**src/rtl/switch_pkg.sv**
```systemverilog
// Shared types and constants for the multicast packet switch.
// Optional statistics are enabled by defining SWITCH_STATS_EN.
package switch_pkg;

   typedef enum logic [1:0] {
      IDLE    = 2'd0,
      PAYLOAD = 2'd1,
      DROP    = 2'd2
   } sw_state_e;

   localparam logic [7:0] REG_EN_MASK        = 8'h10;
   localparam logic [7:0] REG_DROP_CNT       = 8'h11;
   localparam logic [7:0] REG_PKT_CNT_BASE   = 8'h20;
   localparam logic [7:0] DEFAULT_BCAST_ADDR = 8'hFF;

endpackage

```
**src/rtl/switch_if.sv**
```systemverilog
// Ingress stream, egress ports and register bus of the switch in one bundle.
// slave: seen from the switch; master: seen from the surrounding environment.
interface switch_if #(
   parameter int N  = 4,
   parameter int WW = 8
);
   logic            sw_enable_in;
   logic [WW-1:0]   data_in;
   logic            data_last_in;
   logic            read_out;
   logic [N*WW-1:0] port_out;
   logic [N-1:0]    port_last;
   logic [N-1:0]    port_ready;
   logic [N-1:0]    port_read;
   logic            mem_sel_en;
   logic            mem_wr_rd_s;
   logic [7:0]      mem_addr;
   logic [WW-1:0]   mem_wr_data;
   logic [WW-1:0]   mem_rd_data;
   logic            mem_ack;

   modport slave (
      input  sw_enable_in, data_in, data_last_in, port_read,
      input  mem_sel_en, mem_wr_rd_s, mem_addr, mem_wr_data,
      output read_out, port_out, port_last, port_ready,
      output mem_rd_data, mem_ack
   );

   modport master (
      output sw_enable_in, data_in, data_last_in, port_read,
      output mem_sel_en, mem_wr_rd_s, mem_addr, mem_wr_data,
      input  read_out, port_out, port_last, port_ready,
      input  mem_rd_data, mem_ack
   );
endinterface

```
**src/rtl/switch_fifo.sv**
```systemverilog
// First-word-fall-through synchronous FIFO for one egress port.
// Full/empty come straight from the occupancy register, so a pop never
// frees a slot for a push in the same cycle.
module switch_fifo #(
   parameter int DEPTH = 16,
   parameter int WIDTH = 9
) (
   input  logic             clk,
   input  logic             rst,
   input  logic             push,
   input  logic [WIDTH-1:0] din,
   input  logic             pop,
   output logic [WIDTH-1:0] dout,
   output logic             full,
   output logic             empty
);
   localparam int AW = $clog2(DEPTH);

   logic [AW-1:0]    wr_ptr_q, wr_ptr_d;
   logic [AW-1:0]    rd_ptr_q, rd_ptr_d;
   logic [AW:0]      count_q, count_d;
   logic [WIDTH-1:0] mem_q [DEPTH];
   logic             do_push_s, do_pop_s;

   assign full      = (count_q == (AW+1)'(DEPTH));
   assign empty     = (count_q == '0);
   assign do_push_s = push & ~full;
   assign do_pop_s  = pop & ~empty;
   // Head word is forced to zero while empty so stale storage never shows.
   assign dout      = empty ? '0 : mem_q[rd_ptr_q];

   // Pointer and occupancy next-state.
   always_comb begin
      wr_ptr_d = wr_ptr_q;
      rd_ptr_d = rd_ptr_q;
      count_d  = count_q;
      if (do_push_s) begin
         wr_ptr_d = wr_ptr_q + AW'(1);
      end else begin
         wr_ptr_d = wr_ptr_q;
      end
      if (do_pop_s) begin
         rd_ptr_d = rd_ptr_q + AW'(1);
      end else begin
         rd_ptr_d = rd_ptr_q;
      end
      case ({do_push_s, do_pop_s})
         2'b10:   count_d = count_q + (AW+1)'(1);
         2'b01:   count_d = count_q - (AW+1)'(1);
         default: count_d = count_q;
      endcase
   end

   // Pointer and occupancy registers; reset flushes the FIFO.
   always_ff @(posedge clk or posedge rst) begin
      if (rst) begin
         wr_ptr_q <= '0;
         rd_ptr_q <= '0;
         count_q  <= '0;
      end else begin
         wr_ptr_q <= wr_ptr_d;
         rd_ptr_q <= rd_ptr_d;
         count_q  <= count_d;
      end
   end

   // Storage write; contents need no reset because the head is gated by empty.
   always_ff @(posedge clk) begin
      if (do_push_s) begin
         mem_q[wr_ptr_q] <= din;
      end
   end

endmodule

```
**src/rtl/switch_mc_top.sv**
```systemverilog
// Multicast packet switch: copies each framed input packet into the FIFOs of
// every enabled port whose address matches the destination (or broadcast),
// drops unmatched packets, and exposes a small register file.
// Optional feature macro: SWITCH_STATS_EN (drop and per-port packet counters).
module switch_mc_top
   import switch_pkg::*;
#(
   parameter int         NUM_OF_PORTS = 4,
   parameter int         FIFO_SIZE    = 16,
   parameter int         WORD_WIDTH   = 8,
   parameter logic [7:0] BCAST_ADDR   = DEFAULT_BCAST_ADDR
) (
   input  logic    clk,
   input  logic    rst,
   switch_if.slave bus
);
   localparam int N  = NUM_OF_PORTS;
   localparam int WW = WORD_WIDTH;

   sw_state_e       state_q, state_d;
   logic [N-1:0]    tgt_q, tgt_d;
   logic [N-1:0]    match_s, push_s, full_s, empty_s;
   logic [7:0]      da_s;
   logic            read_s, go_s, hdr_accept_s, drop_inc_s;

   logic [7:0]      addr_q [N];
   logic [7:0]      addr_d [N];
   logic [N-1:0]    en_mask_q, en_mask_d;
   logic            mem_ack_q, mem_ack_d;
   logic [WW-1:0]   mem_rd_data_q, mem_rd_data_d, rd_val_s;
   logic            take_s, wr_take_s;
   logic [WW-1:0]   drop_cnt_s;
   logic [WW-1:0]   pkt_cnt_s [N];

   assign da_s         = bus.data_in[7:0];
   assign bus.read_out = read_s & ~rst;
   assign take_s       = bus.mem_sel_en & ~mem_ack_q;
   assign wr_take_s    = take_s & bus.mem_wr_rd_s;
   assign bus.mem_ack     = mem_ack_q;
   assign bus.mem_rd_data = mem_rd_data_q;

   // Target decode of the word on data_in, using the live config registers.
   always_comb begin
      match_s = '0;
      for (int i = 0; i < N; i++) begin
         match_s[i] = en_mask_q[i] & ((addr_q[i] == da_s) | (da_s == BCAST_ADDR));
      end
   end

   // Packet FSM next-state, input ready and FIFO push fan-out.
   always_comb begin
      state_d      = state_q;
      tgt_d        = tgt_q;
      push_s       = '0;
      read_s       = 1'b0;
      go_s         = 1'b0;
      hdr_accept_s = 1'b0;
      drop_inc_s   = 1'b0;
      case (state_q)
         IDLE: begin
            if (match_s == '0) begin
               read_s = 1'b1;
            end else begin
               read_s = &(~full_s | ~match_s);
            end
            go_s = bus.sw_enable_in & read_s & ~rst;
            if (go_s) begin
               if (match_s == '0) begin
                  drop_inc_s = 1'b1;
                  if (bus.data_last_in) begin
                     state_d = IDLE;
                  end else begin
                     state_d = DROP;
                  end
               end else begin
                  push_s       = match_s;
                  tgt_d        = match_s;
                  hdr_accept_s = 1'b1;
                  if (bus.data_last_in) begin
                     state_d = IDLE;
                  end else begin
                     state_d = PAYLOAD;
                  end
               end
            end else begin
               state_d = IDLE;
            end
         end
         PAYLOAD: begin
            read_s = &(~full_s | ~tgt_q);
            go_s   = bus.sw_enable_in & read_s & ~rst;
            if (go_s) begin
               push_s = tgt_q;
               if (bus.data_last_in) begin
                  state_d = IDLE;
               end else begin
                  state_d = PAYLOAD;
               end
            end else begin
               state_d = PAYLOAD;
            end
         end
         DROP: begin
            read_s = 1'b1;
            go_s   = bus.sw_enable_in & ~rst;
            if (go_s && bus.data_last_in) begin
               state_d = IDLE;
            end else begin
               state_d = DROP;
            end
         end
         default: begin
            state_d = IDLE;
         end
      endcase
   end

   // FSM state and latched target set.
   always_ff @(posedge clk or posedge rst) begin
      if (rst) begin
         state_q <= IDLE;
         tgt_q   <= '0;
      end else begin
         state_q <= state_d;
         tgt_q   <= tgt_d;
      end
   end

   // Register read mux; unmapped offsets OR in nothing and so read 0.
   always_comb begin
      rd_val_s = '0;
      rd_val_s = rd_val_s | ((bus.mem_addr == REG_EN_MASK)  ? WW'(en_mask_q) : '0);
      rd_val_s = rd_val_s | ((bus.mem_addr == REG_DROP_CNT) ? drop_cnt_s     : '0);
      for (int i = 0; i < N; i++) begin
         rd_val_s = rd_val_s | ((bus.mem_addr == 8'(i)) ? WW'(addr_q[i]) : '0);
         rd_val_s = rd_val_s | ((bus.mem_addr == (REG_PKT_CNT_BASE + 8'(i))) ? pkt_cnt_s[i] : '0);
      end
   end

   // Register bus next-state: one access per ack, writes land with the ack.
   always_comb begin
      mem_ack_d = take_s;
      if (take_s && !bus.mem_wr_rd_s) begin
         mem_rd_data_d = rd_val_s;
      end else begin
         mem_rd_data_d = '0;
      end
      for (int i = 0; i < N; i++) begin
         addr_d[i] = (wr_take_s && (bus.mem_addr == 8'(i))) ? bus.mem_wr_data[7:0] : addr_q[i];
      end
      if (wr_take_s && (bus.mem_addr == REG_EN_MASK)) begin
         en_mask_d = bus.mem_wr_data[N-1:0];
      end else begin
         en_mask_d = en_mask_q;
      end
   end

   // Config registers and bus response flops.
   always_ff @(posedge clk or posedge rst) begin
      if (rst) begin
         for (int i = 0; i < N; i++) begin
            addr_q[i] <= 8'(i);
         end
         en_mask_q     <= '1;
         mem_ack_q     <= 1'b0;
         mem_rd_data_q <= '0;
      end else begin
         for (int i = 0; i < N; i++) begin
            addr_q[i] <= addr_d[i];
         end
         en_mask_q     <= en_mask_d;
         mem_ack_q     <= mem_ack_d;
         mem_rd_data_q <= mem_rd_data_d;
      end
   end

`ifdef SWITCH_STATS_EN
   logic [WW-1:0] drop_cnt_q, drop_cnt_d;
   logic [WW-1:0] pkt_cnt_q [N];
   logic [WW-1:0] pkt_cnt_d [N];
   logic          cnt_clr_s;

   assign cnt_clr_s  = wr_take_s & (bus.mem_addr == REG_DROP_CNT);
   assign drop_cnt_s = drop_cnt_q;
   assign pkt_cnt_s  = pkt_cnt_q;

   // Saturating counters; a write to the drop counter clears them all.
   always_comb begin
      if (cnt_clr_s) begin
         drop_cnt_d = '0;
      end else if (drop_inc_s && (drop_cnt_q != '1)) begin
         drop_cnt_d = drop_cnt_q + WW'(1);
      end else begin
         drop_cnt_d = drop_cnt_q;
      end
      for (int i = 0; i < N; i++) begin
         if (cnt_clr_s) begin
            pkt_cnt_d[i] = '0;
         end else if (hdr_accept_s && match_s[i] && (pkt_cnt_q[i] != '1)) begin
            pkt_cnt_d[i] = pkt_cnt_q[i] + WW'(1);
         end else begin
            pkt_cnt_d[i] = pkt_cnt_q[i];
         end
      end
   end

   // Counter registers.
   always_ff @(posedge clk or posedge rst) begin
      if (rst) begin
         drop_cnt_q <= '0;
         for (int i = 0; i < N; i++) begin
            pkt_cnt_q[i] <= '0;
         end
      end else begin
         drop_cnt_q <= drop_cnt_d;
         for (int i = 0; i < N; i++) begin
            pkt_cnt_q[i] <= pkt_cnt_d[i];
         end
      end
   end
`else
   logic stats_unused_s;

   assign stats_unused_s = drop_inc_s ^ hdr_accept_s;
   assign drop_cnt_s     = '0;
   for (genvar g = 0; g < N; g++) begin : g_no_cnt
      assign pkt_cnt_s[g] = '0;
   end
`endif

   // One FIFO per egress port; each entry carries {last, data}.
   for (genvar g = 0; g < N; g++) begin : g_port
      logic [WW:0] dout_s;

      switch_fifo #(
         .DEPTH (FIFO_SIZE),
         .WIDTH (WW + 1)
      ) u_fifo (
         .clk   (clk),
         .rst   (rst),
         .push  (push_s[g]),
         .din   ({bus.data_last_in, bus.data_in}),
         .pop   (bus.port_read[g]),
         .dout  (dout_s),
         .full  (full_s[g]),
         .empty (empty_s[g])
      );

      assign bus.port_out[g*WW +: WW] = dout_s[WW-1:0];
      assign bus.port_last[g]         = dout_s[WW];
      assign bus.port_ready[g]        = ~empty_s[g];
   end

endmodule

```
**src/flat_wrapper.sv**
```systemverilog
// flat-port wrapper written by rule: the top's interface ports become plain ports
module switch_mc_top_flat import switch_pkg::*;
#(
   parameter int         NUM_OF_PORTS = 4,
   parameter int         FIFO_SIZE    = 16,
   parameter int         WORD_WIDTH   = 8,
   parameter logic [7:0] BCAST_ADDR   = DEFAULT_BCAST_ADDR
)
  (clk, rst, bus_sw_enable_in, bus_data_in, bus_data_last_in, bus_port_read, bus_mem_sel_en, bus_mem_wr_rd_s, bus_mem_addr, bus_mem_wr_data, bus_read_out, bus_port_out, bus_port_last, bus_port_ready, bus_mem_rd_data, bus_mem_ack);
  switch_if #(.N((4)), .WW((8))) bus_i ();
  input  logic clk;
  input  logic rst;
  input wire logic [$bits(bus_i.sw_enable_in)-1:0] bus_sw_enable_in;
  input wire logic [$bits(bus_i.data_in)-1:0] bus_data_in;
  input wire logic [$bits(bus_i.data_last_in)-1:0] bus_data_last_in;
  input wire logic [$bits(bus_i.port_read)-1:0] bus_port_read;
  input wire logic [$bits(bus_i.mem_sel_en)-1:0] bus_mem_sel_en;
  input wire logic [$bits(bus_i.mem_wr_rd_s)-1:0] bus_mem_wr_rd_s;
  input wire logic [$bits(bus_i.mem_addr)-1:0] bus_mem_addr;
  input wire logic [$bits(bus_i.mem_wr_data)-1:0] bus_mem_wr_data;
  output wire logic [$bits(bus_i.read_out)-1:0] bus_read_out;
  output wire logic [$bits(bus_i.port_out)-1:0] bus_port_out;
  output wire logic [$bits(bus_i.port_last)-1:0] bus_port_last;
  output wire logic [$bits(bus_i.port_ready)-1:0] bus_port_ready;
  output wire logic [$bits(bus_i.mem_rd_data)-1:0] bus_mem_rd_data;
  output wire logic [$bits(bus_i.mem_ack)-1:0] bus_mem_ack;
  assign bus_i.sw_enable_in = bus_sw_enable_in;
  assign bus_i.data_in = bus_data_in;
  assign bus_i.data_last_in = bus_data_last_in;
  assign bus_i.port_read = bus_port_read;
  assign bus_i.mem_sel_en = bus_mem_sel_en;
  assign bus_i.mem_wr_rd_s = bus_mem_wr_rd_s;
  assign bus_i.mem_addr = bus_mem_addr;
  assign bus_i.mem_wr_data = bus_mem_wr_data;
  assign bus_read_out = bus_i.read_out;
  assign bus_port_out = bus_i.port_out;
  assign bus_port_last = bus_i.port_last;
  assign bus_port_ready = bus_i.port_ready;
  assign bus_mem_rd_data = bus_i.mem_rd_data;
  assign bus_mem_ack = bus_i.mem_ack;
  switch_mc_top #(.NUM_OF_PORTS(NUM_OF_PORTS), .FIFO_SIZE(FIFO_SIZE), .WORD_WIDTH(WORD_WIDTH), .BCAST_ADDR(BCAST_ADDR)) u_core (.clk(clk), .rst(rst), .bus(bus_i));
endmodule
```
**config.mk**
```make
export PLATFORM = sky130hd
export DESIGN_NAME = switch_mc_top_flat
export DESIGN_NICKNAME = d
export VERILOG_FILES = /design/src/rtl/switch_pkg.sv /design/src/rtl/switch_if.sv /design/src/rtl/switch_fifo.sv /design/src/rtl/switch_mc_top.sv /design/src/flat_wrapper.sv
export SDC_FILE = /design/constraint.sdc
export NUM_CORES = 1
export LEC_CHECK = 0
export CAP_MARGIN = 20
export CORE_ASPECT_RATIO = 1.2
export CORE_MARGIN = 2
export CORE_UTILIZATION = 49
export DETAILED_ROUTE_END_ITERATION = 16
export PLACE_DENSITY = 0.66
export SETUP_SLACK_MARGIN = 0.3
export SLEW_MARGIN = 25
export SYNTH_ARGS = -nofsm -noshare
export SYNTH_HDL_FRONTEND = slang
export SYNTH_SLANG_ARGS = --single-unit
export TNS_END_PERCENT = 100
```
**constraint.sdc**
```tcl
create_clock -name clk -period 4 [get_ports clk]
set_input_delay 0.8 -clock clk [delete_from_list [all_inputs] [get_ports clk]]
set_output_delay 0.8 -clock clk [all_outputs]
set_load 0.02 [all_outputs]
```
# Yosys cells after proc, flatten, opt, wreduce, memory -nomap -nowiden
# Memory sizes are Yosys's and may differ from the RTL's.
# Cells that the tools add are included.
dict set report classes {
  n_addsub 16
  eq_ne 23
  muxes 36
  bitwise 44
  n_reduce_logical 22
}
# cell count
set op_table {}
lappend op_table {{8-bit 2-to-1 mux} 5}
lappend op_table {{5-bit one-hot mux with 2 select lines} 4}
lappend op_table {{9-bit 2-to-1 mux} 4}
lappend op_table {{4-bit by 1-bit adder with 4-bit output, second input constant} 8}
lappend op_table {{8-bit equality test} 4}
lappend op_table {{8-bit OR} 4}
lappend op_table {{5-bit by 1-bit adder with 5-bit output, second input constant} 4}
lappend op_table {{1-bit bitwise AND} 20}
lappend op_table {{5-bit equality test, second input constant} 4}
lappend op_table {{5-bit zero test} 4}
lappend op_table {{5-bit by 1-bit subtractor with 5-bit output, second input constant} 4}
lappend op_table {{8-bit by 2-bit equality test with 1-bit output, second input constant} 2}
lappend op_table {{4-bit 2-to-1 mux} 4}
lappend op_table {{1-bit 2-to-1 mux} 12}
lappend op_table {{4-bit NOT} 3}
lappend op_table {{1-bit NOT} 11}
lappend op_table {{2-bit by 1-bit equality test with 1-bit output, second input constant} 5}
lappend op_table {{2-bit equality test, second input constant} 5}
lappend op_table {{8-bit by 1-bit equality test with 1-bit output, second input constant} 1}
lappend op_table {{8-bit by 5-bit equality test with 1-bit output, second input constant} 1}
lappend op_table {{8-bit equality test, second input constant} 1}
lappend op_table {{8-bit zero test} 1}
lappend op_table {{2-bit 2-to-1 mux} 4}
lappend op_table {{4-bit OR} 2}
lappend op_table {{other kinds (11)} 24}
dict set report word_totals {
  ff_bits 103
  ramBits 576
  in_bits 34
  out_inout_bits 50
  memories 4
}
# name words word_bits read_ports rd_clocked_by_memory_dff wr line
set memory_table {}
lappend memory_table {{u_core.g_port[0].u_fifo.mem_q} 16 9 1 0 1 switch_fifo.sv:22} ;# logic [WIDTH-1:0] mem_q [DEPTH];
lappend memory_table {{u_core.g_port[1].u_fifo.mem_q} 16 9 1 0 1 switch_fifo.sv:22}
lappend memory_table {{u_core.g_port[2].u_fifo.mem_q} 16 9 1 0 1 switch_fifo.sv:22}
lappend memory_table {{u_core.g_port[3].u_fifo.mem_q} 16 9 1 0 1 switch_fifo.sv:22}

# Longest topological paths before layout
dict set report logic_depth {
  word_depth 15
  mapped_depth 19
}

# Cells and area by module
# A second synthesis with hierarchy kept.
dict set report hier_totals {
  cells_unflattened 1559
  area_unflattened_um2 28691.3
}
# mod n_inst cells_per_inst area_each_um2
set modules_own_cells {}
lappend modules_own_cells {{switch_fifo at u_core.g_port[1].u_fifo ...} 3 328 6444.9}
lappend modules_own_cells {{switch_fifo at u_core.g_port[0].u_fifo} 1 335 6478.7}
lappend modules_own_cells {switch_mc_top 1 240 2877.8}

# Worst setup path after synthesis
# No wires, ideal clock.
dict set report synth_path {
  kind {in2reg}
  startpoint {input rst}
  endpoint {register u_core.g_port[3].u_fifo.count_q[4]}
  setup_ns 0.125
  arrival_ns 4.851
  setup_slack_ns -0.976
  path_stages 17
  n_path_buf 2
  cell_sequence {inv_2 > nand2_1 > or3_1 > nor4_4 > or2_4 > buf_6 > inv_1 > ha_1 > clkbuf_1 > xor2_1 > ha_1 > o21ai_0 > a21oi_1 > a21oi_1 > xor2_1 > nor2_1 > xor2_1}
}
dict set report synth_between {
  elab_chain_len 7
}
# element line
set synth_rtl {}
lappend synth_rtl {{from (decl)} flat_wrapper.sv:12} ;# input logic rst;
lappend synth_rtl {{1-bit NOT *} {switch_mc_top.sv:66, switch_mc_top.sv:91}}
lappend synth_rtl {{1-bit bitwise AND (on tied branches)} {switch_mc_top.sv:91, switch_mc_top.sv:66}}
lappend synth_rtl {{4-bit 2-to-1 mux (on tied branches)} {switch_mc_top.sv:92, switch_mc_top.sv:67}}
lappend synth_rtl {{4-bit one-hot mux with 2 select lines *} switch_mc_top.sv:59} ;# case (state_q)
lappend synth_rtl {{1-bit bitwise AND *} switch_fifo.sv:27} ;# assign do_push_s = push & ~full;
lappend synth_rtl {{2-bit by 1-bit equality test with 1-bit output or 2-bit equality test (tied branches)} switch_fifo.sv:47} ;# case ({do_push_s, do_pop_s})
lappend synth_rtl {{5-bit one-hot mux with 2 select lines or 2-bit nonzero test (tied branches)} --}
lappend synth_rtl {{to (signal assigned)} switch_fifo.sv:63} ;# count_q <= count_d;
lappend synth_rtl {{to (decl)} switch_fifo.sv:21} ;# logic [AW:0] count_q, count_d;
# Every way passes the cells marked *; elsewhere a longest branch is shown, timed or not.
# A chain may end at the register's enable or synchronous reset.

# Final worst setup path
dict set report layout_path {
  startpoint {register u_core.g_port[3].u_fifo.rd_ptr_q[0]}
  endpoint {output bus_port_out[27]}
}
dict set report layout_between {
  elab_chain_len 2
}
# element line
set layout_rtl {}
lappend layout_rtl {{from (decl)} switch_fifo.sv:20} ;# logic [AW-1:0] rd_ptr_q, rd_ptr_d;
lappend layout_rtl {{from (signal assigned)} switch_fifo.sv:62} ;# rd_ptr_q <= rd_ptr_d;
lappend layout_rtl {{memory read 16 x 9 bit} --}
lappend layout_rtl {{9-bit 2-to-1 mux} switch_fifo.sv:30} ;# assign dout = empty ? '0 : mem_q[rd_ptr_q];
lappend layout_rtl {{to (decl)} flat_wrapper.sv:22} ;# output wire logic [$bits(bus_i.port_out)-1:0] bus_port_out;
# Every way passes these cells.

==> results.md <==
- Post-CTS Hold Buffers: 0
- Int Power: 15000 µW
- Clk_lat worst skew: 0.61 ns
- Critical path type: register to output pin
- Final Util: 57.8%
- Wire per inst: 24.7 µm
- Clk slew on worst S/H paths: 0.06 ns
- Power share of the clock group: 31.0%
- Period utilization: 91.6%
- Filler cells: 4199
- Syn_area_per_cell: 19.6 µm²
- Lkg Pwr: 0.0116 µW
- IO buf count: 83
- Core area: 56900 µm²
- Worst Path Max Fanout: 4
- Chip width: 223 µm
- Rows: 96
- Clk sinks: 679
- Cells after synthesis: 1436
- Initial core utilization: 49.3%
- Drt pass-1 iters: 6
- Buf+Inv Stages, Crit Path: 3
- Final Total Pwr: 20900 µW
- Hold crit path type: register to register
- Warnings from Yosys: 0
- Max-slew violations: 0
- Post-Syn Area: 28100 µm²
- Vias/cell: 5.79
- Fin Setup TNS: 0 ns
- Worst path max stage delay: 0.53 ns
- Commonest cells after routing, fill and taps aside: edfxtp_1, mux4_2, buf_4
- Crit-path cells: buf_4, buf_4, mux4_2, mux4_2, nor2b_1, dlygate4sd2_1
- CP required: 3.20 ns
- RR Startpoint: u_core.g_port[3].u_fifo.count_q[1]
- Post-synth EDFFs: 576
- DPL Wire Length: 38400 µm
- Total Routing Usage GR: 20.7%
- Setup violations, final: 0
- Die area: 59200 µm²
- Share of cells above drive strength 1: 30.2%
- Post-Route Skew: 0.0306 ns
- Critical Path Slowest Stage Cell: mux4_2
- First-pass GRT wire length: 91100 µm
- Area Overhead vs Synth: 17.2%
- Drt total wl: 59900 µm
- CTS H-Tree Depth: 3
- Via count: 14000
- Post-DRT Antenna Nets: 0
- RSZ-0062 raised after global routing: true
- CTS tree: yes
- Highest clock rate: 273 MHz
- Worst hold slack: 0.457 ns
- Worst Setup Start Kind: register
- Worst relative slew slack: 48.3%
- Initial drt markers: 1198
- Primary FF master, synth: edfxtp_1
- Seq. cell area: 19900 µm²
- Sequential share of the synthesized area: 70.8%
- CP Capture Type: output pin
- I/O pin total: 84
- Yosys cell types: 57
- Async S/R FF share, synth: 15.2%
- Number of max-cap violations: 0
- GPL Wtd Cong: 0.802
- Flop pwr share: 40.1%
- Cts bufs inserted: 67
- Setup crit start: u_core.g_port[3].u_fifo.rd_ptr_q[0]
- Combinational Power Share: 28.9%
- Die span in y: 266 µm
- Net Sw Frac: 28.1%
- Worst hold start: u_core.bus.mem_ack
- Vias in the first global route: 14600
- FF+latch count, synth: 679
- Commonest non-fill, non-tap cell in the layout: edfxtp_1
- Initial antenna violation count: 2
- VDD IR-drop max: 0.360 mV
- Clock period minus worst slack: 3.67 ns
- Critical Path AT: 2.87 ns
- Drt drc: 0
- Hold Vio Cnt, Final: 0
- NumNets Final: 1707
- GRT overflow: 0
- Net Switching: 5880 µW
- Final Non-Filler Cells: 2425
- Synthesized Nets: 1509
- Placed instance count: 2274
- CTS Root Cell: clkbuf_16
- Largest net degree at the start of global routing: 60
- Crit-path leading delay family: multiplexers
- Clock tree buffer depth: 3
- Pin slew with the least headroom to its limit: 0.776 ns
- Multi-input logic area: 7860 µm²
- Status: completed
- Pwr/cell area: 634 nW/µm²
[power by group through the flow]
stage,Sequential [µW],Clock [µW],Combinational [µW]
2_1_floorplan,8170,0,4220
3_3_place_gp,8530,0,5950
3_5_place_dp,8540,0,6030
4_1_cts,8360,6600,6050
5_1_grt,8430,6870,6460
6_report,8380,6470,6040
[per-stage QoR]
stage          setup WS, ns  instance area [µm²]
2_1_floorplan         0.275                28100
3_3_place_gp         0.0530                30300
3_5_place_dp        -0.0376                30300
4_1_cts               0.120                32700
5_1_grt               0.290                32900
6_report              0.335                32900
[logic make-up (layout without fill, tap and decap cells)]
group           count (synthesis)  in the layout  synth area share (%)
simple gates                  240            240                  4.98
fa+ha+maj                      39             39                  1.82
mux                           233            233                  16.5
other cells                     0              1                     0
xor+xnor                       77             77                  2.40
compound gates                 71             71                  1.81
buf+inv                        97            350                  1.64
flops                         679            679                  70.8
[cell type report]
class	count	area share (%)
repair buffers	202	5.66
well taps	735	2.79
diodes	1	0.00760
clock buffers	86	5.52
flip-flops and latches	679	60.4
multi-input cells	660	23.9
inverters	24	0.331
clock inverters	38	1.38
[per-layer routing]
layer / part of all wire [%] / global-route usage, % / wire [µm]
met5: 0 / 0 / 0
met4: 2.6 / 7.33 / 1580
met3: 4.7 / 3.57 / 2810
met2: 52 / 35.3 / 31000
met1: 41 / 27.0 / 24500
[path summary, 6_finish.rpt]
check,depth (start not counted),end,slack (ns)
max,6,bus_port_out[27],0.33
min in group asynchronous,4,u_core.addr_q[30],0.91
max in group asynchronous,5,u_core.g_port[3].u_fifo.rd_ptr_q[0],1.89
max reg2reg,16,u_core.g_port[1].u_fifo.count_q[4],0.61
min reg2reg,1,u_core.bus.mem_ack,0.46
min,1,u_core.bus.mem_ack,0.46
[what timing repair did]
action                                  in CTS  in global routing
endpoints found under the setup margin      38                 17
pin swaps                                    2                  1
buffers inserted                            10                 13
gates resized for setup                     45                 18
cloned                                       1                  2
[flip-flops by register name, indices dropped and copies added (netlist names)]
register / cells
u_core.en_mask_q: 4
u_core.state_q: 2
u_core.g_port.u_fifo.rd_ptr_q: 16
u_core.g_port.u_fifo.mem_q: 576
u_core.bus.mem_ack: 1
u_core.bus.mem_rd_data: 8
u_core.tgt_q: 4
u_core.g_port.u_fifo.count_q: 20
u_core.addr_q: 32
u_core.g_port.u_fifo.wr_ptr_q: 16
[synth_stat cells, drive strengths merged, types with 5 or more instances]
master  count  area (µm²)
a21oi      21         116
nand3       8        40.0
ha         36         450
nand2      36         135
dfrtp      95        2380
nor4       14         103
and2        6        37.5
buf        35         226
nor2       21        81.3
xor2       50         438
nor2b      63         394
mux4      180        4050
clkbuf     38         143
dfstp       8         210
xnor2      27         236
nand4       7        43.8
and3       44         275
o21ai      17        96.3
a21o        9        67.6
a222oi      5        50.1
inv        23        86.3
nand2b      5        38.8
nor3       22         121
mux2       49         552
edfxtp    576       17300
Power figures use the tool's default switching activity.
